<file path="src/rtl/conv_pass_sched_pkg.sv">
// Shared types and helpers for the multi-pass convolution scheduler.
package conv_pkg;

    typedef enum logic [2:0] {
        IDLE,
        CLEAR,
        STREAM,
        DRAIN,
        NEXT
    } state_t;

    localparam logic [1:0] FIL_ID    = 2'd0;
    localparam logic [1:0] FIL_EDGE  = 2'd1;
    localparam logic [1:0] FIL_BLUR  = 2'd2;
    localparam logic [1:0] FIL_SHARP = 2'd3;

    localparam int IMG_W_DEF = 640;
    localparam int IMG_H_DEF = 500;

    // Pixels streamed into the convolution unit per pass.
    function automatic int n_in(input int w, input int h);
        return w * h;
    endfunction

    // Valid 3x3 results produced per pass (no padding).
    function automatic int n_out(input int w, input int h);
        return (w - 2) * (h - 2);
    endfunction

    // Filter code for pass p out of the packed per-pass sequence.
    function automatic logic [1:0] fil_of(input logic [7:0] seq, input logic [1:0] p);
        return seq[2*p +: 2];
    endfunction

endpackage

</file>
<file path="src/rtl/conv_pass_sched_prefetch_buf.sv">
// Two-entry pixel prefetch buffer. Memory returns data exactly one cycle
// after the read strobe, so one in-flight flag is enough to track it. The
// read strobe is combinational so a pop can free a slot for a read in the
// same cycle, keeping one pixel per cycle once primed.
module conv_prefetch_buf (
    input  logic       clk_i,
    input  logic       rst_n,
    input  logic       flush,
    input  logic       en,
    input  logic       more,
    input  logic [7:0] rd_data,
    input  logic       req,
    output logic       rd_en,
    output logic       pop,
    output logic       empty,
    output logic [7:0] head
);
    logic [1:0] cnt;
    logic       ret_v;
    logic [7:0] e1;
    logic [2:0] tok;

    assign empty = (cnt == 2'd0);
    assign pop   = en && req && !empty;
    // Entries held plus the read landing now, less what leaves this cycle.
    assign tok   = {1'b0, cnt} + {2'b0, ret_v} - {2'b0, pop};
    assign rd_en = en && more && (tok < 3'd2);

    // Capture returning reads and shift the head on pops.
    always_ff @(posedge clk_i or negedge rst_n) begin
        if (!rst_n) begin
            cnt   <= 2'd0;
            ret_v <= 1'b0;
            head  <= 8'd0;
            e1    <= 8'd0;
        end else if (flush) begin
            cnt   <= 2'd0;
            ret_v <= 1'b0;
        end else begin
            ret_v <= rd_en;
            unique case ({ret_v, pop})
                2'b10: begin
                    if (cnt == 2'd0) head <= rd_data;
                    else             e1   <= rd_data;
                    cnt <= cnt + 2'd1;
                end
                2'b01: begin
                    // Last entry leaving: head keeps showing the old pixel.
                    if (cnt == 2'd2) head <= e1;
                    cnt <= cnt - 2'd1;
                end
                2'b11: begin
                    if (cnt == 2'd1) head <= rd_data;
                    else begin
                        head <= e1;
                        e1   <= rd_data;
                    end
                end
                default: ;
            endcase
        end
    end

endmodule

</file>
<file path="src/rtl/conv_pass_sched.sv">
// Multi-pass 3x3 convolution scheduler: streams a frame bank into the
// convolution unit, writes results to the other bank, chains up to 4 passes.
// Optional watchdog: define CONV_SCHED_WDOG_EN.
module conv_pass_sched
    import conv_pkg::*;
#(
    parameter int IMG_W   = IMG_W_DEF,
    parameter int IMG_H   = IMG_H_DEF,
    parameter int CLR_CYC = 4,
    parameter int ADDR_W  = 19
) (
    input  logic              clk_i,
    input  logic              reset_i,
    input  logic              start_i,
    input  logic [1:0]        npass_i,
    input  logic [7:0]        fil_seq_i,
    output logic              busy_o,
    output logic              done_o,
    output logic              err_o,
    output logic [1:0]        pass_o,
    output logic              rd_bank_o,
    output logic              rd_en_o,
    output logic [ADDR_W-1:0] rd_addr_o,
    input  logic [7:0]        rd_data_i,
    output logic              conv_rst_o,
    output logic [1:0]        fil_sw_o,
    output logic [7:0]        pixel_o,
    input  logic              conv_req_i,
    input  logic              conv_v_i,
    input  logic [7:0]        conv_data_i,
    input  logic              conv_fin_i,
    output logic              wr_en_o,
    output logic [ADDR_W-1:0] wr_addr_o,
    output logic [7:0]        wr_data_o
);
    // Counters carry one extra bit so a full 2^ADDR_W frame still compares.
    localparam logic [ADDR_W:0] N_IN_M1  = (ADDR_W+1)'(n_in(IMG_W, IMG_H) - 1);
    localparam logic [ADDR_W:0] N_IN_C   = (ADDR_W+1)'(n_in(IMG_W, IMG_H));
    localparam logic [ADDR_W:0] N_OUT_C  = (ADDR_W+1)'(n_out(IMG_W, IMG_H));
    localparam logic [ADDR_W:0] N_OUT_M1 = (ADDR_W+1)'(n_out(IMG_W, IMG_H) - 1);
    localparam logic [7:0]      CLR_LAST = 8'(CLR_CYC - 1);

    state_t          state;
    logic [1:0]      npass_q;
    logic [7:0]      fil_q;
    logic [7:0]      clr_cnt;
    logic [ADDR_W:0] rd_cnt;
    logic [ADDR_W:0] pop_cnt;
    logic [ADDR_W:0] out_cnt;
    logic            pop;
    logic            buf_empty;
    logic            writing;
`ifdef CONV_SCHED_WDOG_EN
    logic [15:0]     wdog;
`endif

    assign rd_addr_o = rd_cnt[ADDR_W-1:0];
    assign writing   = (state == STREAM) || (state == DRAIN);

    conv_prefetch_buf u_buf (
        .clk_i   (clk_i),
        .rst_n   (reset_i),
        .flush   (state == CLEAR),
        .en      (state == STREAM),
        .more    (rd_cnt < N_IN_C),
        .rd_data (rd_data_i),
        .req     (conv_req_i),
        .rd_en   (rd_en_o),
        .pop     (pop),
        .empty   (buf_empty),
        .head    (pixel_o)
    );

    // Pass sequencing FSM with registered outputs, plus result writeback.
    always_ff @(posedge clk_i or negedge reset_i) begin
        if (!reset_i) begin
            state      <= IDLE;
            npass_q    <= 2'd0;
            fil_q      <= 8'd0;
            clr_cnt    <= 8'd0;
            rd_cnt     <= '0;
            pop_cnt    <= '0;
            out_cnt    <= '0;
            busy_o     <= 1'b0;
            done_o     <= 1'b0;
            err_o      <= 1'b0;
            pass_o     <= 2'd0;
            rd_bank_o  <= 1'b0;
            conv_rst_o <= 1'b0;
            fil_sw_o   <= FIL_ID;
            wr_en_o    <= 1'b0;
            wr_addr_o  <= '0;
            wr_data_o  <= 8'd0;
`ifdef CONV_SCHED_WDOG_EN
            wdog       <= 16'd0;
`endif
        end else begin
            done_o  <= 1'b0;
            wr_en_o <= 1'b0;
            if (rd_en_o) rd_cnt  <= rd_cnt + 1'b1;
            if (pop)     pop_cnt <= pop_cnt + 1'b1;

            if (writing && conv_v_i) begin
                if (out_cnt < N_OUT_C) begin
                    wr_en_o   <= 1'b1;
                    wr_addr_o <= out_cnt[ADDR_W-1:0];
                    wr_data_o <= conv_data_i;
                    out_cnt   <= out_cnt + 1'b1;
                end else begin
                    err_o <= 1'b1;
                end
            end

            unique case (state)
                IDLE: begin
                    conv_rst_o <= 1'b0;
                    if (start_i) begin
                        npass_q   <= npass_i;
                        fil_q     <= fil_seq_i;
                        fil_sw_o  <= fil_of(fil_seq_i, 2'd0);
                        err_o     <= 1'b0;
                        pass_o    <= 2'd0;
                        rd_bank_o <= 1'b0;
                        busy_o    <= 1'b1;
                        clr_cnt   <= 8'd0;
                        state     <= CLEAR;
                    end
                end
                CLEAR: begin
                    conv_rst_o <= 1'b0;
                    rd_cnt     <= '0;
                    pop_cnt    <= '0;
                    out_cnt    <= '0;
                    clr_cnt    <= clr_cnt + 8'd1;
                    if (clr_cnt == CLR_LAST) begin
                        conv_rst_o <= 1'b1;
                        state      <= STREAM;
                    end
                end
                STREAM: begin
                    if (conv_req_i && buf_empty) err_o <= 1'b1;
                    if (pop && pop_cnt == N_IN_M1) state <= DRAIN;
                end
                DRAIN: begin
                    // A result landing now that completes the frame counts.
                    if (out_cnt == N_OUT_C || (conv_v_i && out_cnt == N_OUT_M1)) begin
                        state <= NEXT;
                    end else if (conv_fin_i) begin
                        err_o <= 1'b1;
                        state <= NEXT;
                    end
                end
                NEXT: begin
                    conv_rst_o <= 1'b0;
                    if (pass_o == npass_q) begin
                        done_o <= 1'b1;
                        busy_o <= 1'b0;
                        state  <= IDLE;
                    end else begin
                        pass_o    <= pass_o + 2'd1;
                        rd_bank_o <= ~rd_bank_o;
                        fil_sw_o  <= fil_of(fil_q, pass_o + 2'd1);
                        clr_cnt   <= 8'd0;
                        state     <= CLEAR;
                    end
                end
                default: state <= IDLE;
            endcase

`ifdef CONV_SCHED_WDOG_EN
            // Stall timeout: abort to IDLE; conv unit stays in reset there.
            if ((state == STREAM && pop) || (state == DRAIN && conv_v_i) || !writing) begin
                wdog <= 16'd0;
            end else begin
                wdog <= wdog + 16'd1;
            end
            if (writing && wdog == 16'hFFFF) begin
                err_o      <= 1'b1;
                conv_rst_o <= 1'b0;
                done_o     <= 1'b1;
                busy_o     <= 1'b0;
                state      <= IDLE;
            end
`endif
        end
    end

endmodule
</file>
<file path="config.mk">
export PLATFORM = sky130hd
export DESIGN_NAME = conv_pass_sched
export DESIGN_NICKNAME = d
export VERILOG_FILES = /design/src/rtl/conv_pass_sched_pkg.sv /design/src/rtl/conv_pass_sched_prefetch_buf.sv /design/src/rtl/conv_pass_sched.sv
export SDC_FILE = /design/constraint.sdc
export NUM_CORES = 1
export LEC_CHECK = 0
export ABC_AREA = 1
export CAP_MARGIN = 40
export CORE_MARGIN = 1.5
export CORE_UTILIZATION = 35
export DETAILED_ROUTE_END_ITERATION = 10
export SYNTH_ARGS = -nofsm -noshare
export SYNTH_HDL_FRONTEND = slang
export SYNTH_HIERARCHICAL = 1
export SYNTH_SLANG_ARGS = --single-unit
</file>
<file path="constraint.sdc">
create_clock -name clk_i -period 4.5 [get_ports clk_i]
set_input_delay 0.9 -clock clk_i [delete_from_list [all_inputs] [get_ports clk_i]]
set_output_delay 0.9 -clock clk_i [all_outputs]
set_load 0.02 [all_outputs]
</file>
==> impl_metrics.yaml, run 1 <==
synth:
  yosysTopAreaCell: "dfrtp_1"
  ys_async_sr_fraction_pct: 100.0
  synth_top_family_by_area: "simple AND/OR/NAND/NOR gates"
  synth_area_leaders: "dfrtp_1, nand2_1, inv_1"
  ys_ff_latch: 137
  synth_enable_flop_cells: 0
  synth_mux_area_share_pct: 0
  yosysUniqueCellTypes: 47
  synthCells: 939
  synth_compound_area_share_pct: 9.265
  synth.net_count: 983
  synthXorXnorAreaFrac_pct: 2.866
  synth-simple-area-share_pct: 29.72
  synth_common_cells: "nand2_1, dfrtp_1, inv_1, nor2_1, nand3_1"
  avgSynthCellArea_um2: 7.810
  yosysWarnings: 6
  synth_top_area_share_pct: 46.75
  netlist_area_um2: 7333
  synth_fa_ha_area_share_pct: 2.150
  synth_flop_cell: "dfrtp_1"
  synth_most_common_cell: "nand2_1"
  seq_area_frac_synth_pct: 46.75
placement:
  dp_hpwl_um: 12140
  dp_cells: 1273
  placed_area_um2: 8434
  gp_congestion: 0.8459
  pre_cts_slack_ps: -21.15
  port_buffers: 96
floorplan:
  initial_core_util_pct: 36.01
  num_rows: 52
  dieArea_um2: 21830
  core_area_um2: 20360
  die_h_um: 147.8
  die_x_um: 147.8
  ioPinCount: 97
global_route:
  overflow: 0
  grt_pass1_vias: 5899
  grt_max_degree: 57
  grt_pass1_wl_um: 28990
  grt_use_total_pct: 16.40
  antenna_found_initial: 0
setup_path:
  worstReg2RegStart: "state[2]$_DFFE_PN0P_"
  criticalPathCategory: "input pin to output port"
  slowest_delay_ps: 490
  path_cells: "clkdlybuf4s50_1 -> nand2_1 -> nor2_1 -> ha_1 -> or2_2 -> fa_1 -> nand3_1 -> nor2_1 -> dlygate4sd2_1"
  crit_path_start: "conv_req_i"
  critPathCaptureType: "output port"
  arrival_ps: 3350
  critPathTopFamily: "buffers and inverters"
  cp_max_fo: 2
  crit_path_start_kind: "input pin"
  cpMaxStageDelayCell: "clkdlybuf4s50_1"
  reg2reg_slack_ps: 770
  crit_top_cell: "nor2_1"
  required_ps: 3600
  worst-path-buf-inv: 2
clocking:
  clk_pin_slew_ps: 60
  ctsRootBufferMaster: "clkbuf_16"
  hold_buffers: 0
  numCtsBuffers: 17
  cts_tree: "built"
  worstSkewPairLatency_ps: 420
  cts_buffer_depth: 2
  clkSinkCount: 137
  htreeDepth: 4
route:
  vias_per_cell: 4.748
  wl_um: 16970
  drtIter0Drc: 373
  postRouteAntennaNets: 0
  via_count: 6196
  wire_per_inst_um: 13.00
  drc: 0
  drtPass1Iterations: 5
layout:
  multi_input_area_um2: 3227
  area_delta_synth_final_pct: 22.74
  nets: 1066
  num_antenna_cells: 0
  design_area_um2: 9001
  utilization_pct: 44.20
  fin_cells: 1305
  drive_above_1_share_pct: 7.150
  fill_cells: 2058
  seqCellArea_um2: 3428
run:
  cap_violations: 0
power_and_ir_drop:
  power.switching_uw: 1746
  p_int_uw: 2865
  power_frac_seq_pct: 35.8
  pwr-share-comb_pct: 35.2
  p_sw_share_pct: 37.86
  power_density_nw_per_um2: 512.2
  ir_drop_mv: 0.3182
  total_leakage_power_uw: 0.004169
  finalPower_uw: 4611
  clkPwrFrac_pct: 29.0
timing:
  setup_viol: 0
  rsz0062_at_grt: "false"
  slew_viol_final: 0
  skew_ps: 9.564
  timing.slew.headroom_pct: 41.62
  fin_crit_sh_pct: 94.34
  period_needed_ps: 4245
  hold_viol: 0
  max_freq_ghz: 0.2356
  tightestPinTransition_ps: 875.7
  finalWorstSetupSlack_ps: 254.8
run_status:
  status: "finished, final reports clean"
min_path:
  min_path_type: "input pin to async pin"
[cells by family (layout without fill, tap and decap cells)]
logic type,after synthesis,count (layout)
compound gates,120,120
fa+ha+maj,12,12
buf+inv,144,240
flops,137,137
simple gates,502,502
xor+xnor,24,24
[sequential cells by signal (all words and copies together), names as in the netlist]
register / flops
out_cnt: 20
pop_cnt: 20
rd_cnt: 20
wr_addr_o: 19
clr_cnt: 8
fil_q: 8
u_buf/e1: 8
u_buf/head: 8
wr_data_o: 8
state: 3
fil_sw_o: 2
npass_q: 2
pass_o: 2
u_buf/cnt: 2
busy_o: 1
conv_rst_o: 1
done_o: 1
err_o: 1
rd_bank_o: 1
u_buf/ret_v: 1
wr_en_o: 1
[through the flow]
stage          setup TNS, ps  hold WS, ps
2_1_floorplan              0        442.2
3_3_place_gp               0        453.4
3_5_place_dp          -21.15        459.6
4_1_cts                    0        404.5
5_1_grt                    0        415.1
6_report                   0        398.5
[routing by layer]
layer	global-route usage, %	vias up	routed length [um]
li1	-	3188	-
met5	0	-	0
met1	22.82	2889	8375
met3	4.105	21	719
met2	25.02	98	7638
met4	5.150	0	232
[layout make-up]
cell class	count	area share, %
clock buffer	22	5.268
clock inverter	10	1.043
inverter	103	4.351
multi-input combinational	658	35.85
sequential	137	38.09
tap	270	3.753
timing repair buffer	105	11.65
[power by group through the flow]
stage	clock, uW	combinational [uW]	sequential (uW)
floorplan	0	1020	1770
detailed placement	0	1650	1670
CTS	1370	1650	1650
global route	1430	1830	1690
finish	1340	1620	1650
global placement	0	1630	1660
[cell usage in the layout (no fill, tap or decap), types with 5 or more instances in the layout]
master,count
o21ai_1,24
ha_1,11
o21ai_0,39
a21oi_1,32
o22ai_1,6
nor2_2,6
nor3_1,31
inv_2,7
nand4_1,17
nor2_1,80
xor2_1,19
xnor2_1,5
clkbuf_16,17
buf_4,8
inv_1,93
nand3_1,67
clkdlybuf4s50_1,94
nand2_1,280
dfrtp_1,137
[what timing repair did]
action | 4_1_cts | 5_1_grt
gates resized for setup | 1 | 0
endpoints found under the setup margin | 1 | 0
buffers inserted | 0 | 0
[worst paths after layout]
check,to,cells after the start
max,rd_en_o,9
min,wr_data_o[7]$_DFFE_PN0P_,1
max reg2reg,rd_cnt[12]$_DFFE_PN0P_,19
min reg2reg,u_buf/head[3]$_DFFE_PN0P_,2
max in group asynchronous,pop_cnt[8]$_DFFE_PN0P_,3
min in group clk_i,u_buf/head[3]$_DFFE_PN0P_,2
[worst register-to-register path, cell delays in order, from the launching register on]
cell,delay [ps]
dfrtp_1,460
nor2_1,120
nand2_1,110
inv_1,130
nand2_1,90
nor2_1,150
ha_1,250
or2_2,310
fa_1,480
nand3_1,100
nor2_1,180
buf_4,190
nand3_1,110
nor2_1,220
inv_2,100
nor3_4,190
nand2_1,100
o21ai_1,160
o21bai_1,130
inv_1,50
No activity file was read; power rests on OpenSTA's default activity.
==> inputs of run 2 (changes only) <==
--- a/config.mk
+++ b/config.mk
@@ -9,6 +9,7 @@
 export CAP_MARGIN = 40
 export CORE_MARGIN = 1.5
 export CORE_UTILIZATION = 35
+export CTS_CLUSTER_DIAMETER = 100
 export DETAILED_ROUTE_END_ITERATION = 10
 export SYNTH_ARGS = -nofsm -noshare
 export SYNTH_HDL_FRONTEND = slang
==> results of run 2 <==
The final DEF is identical to that of run 1; final timing and power are the same.
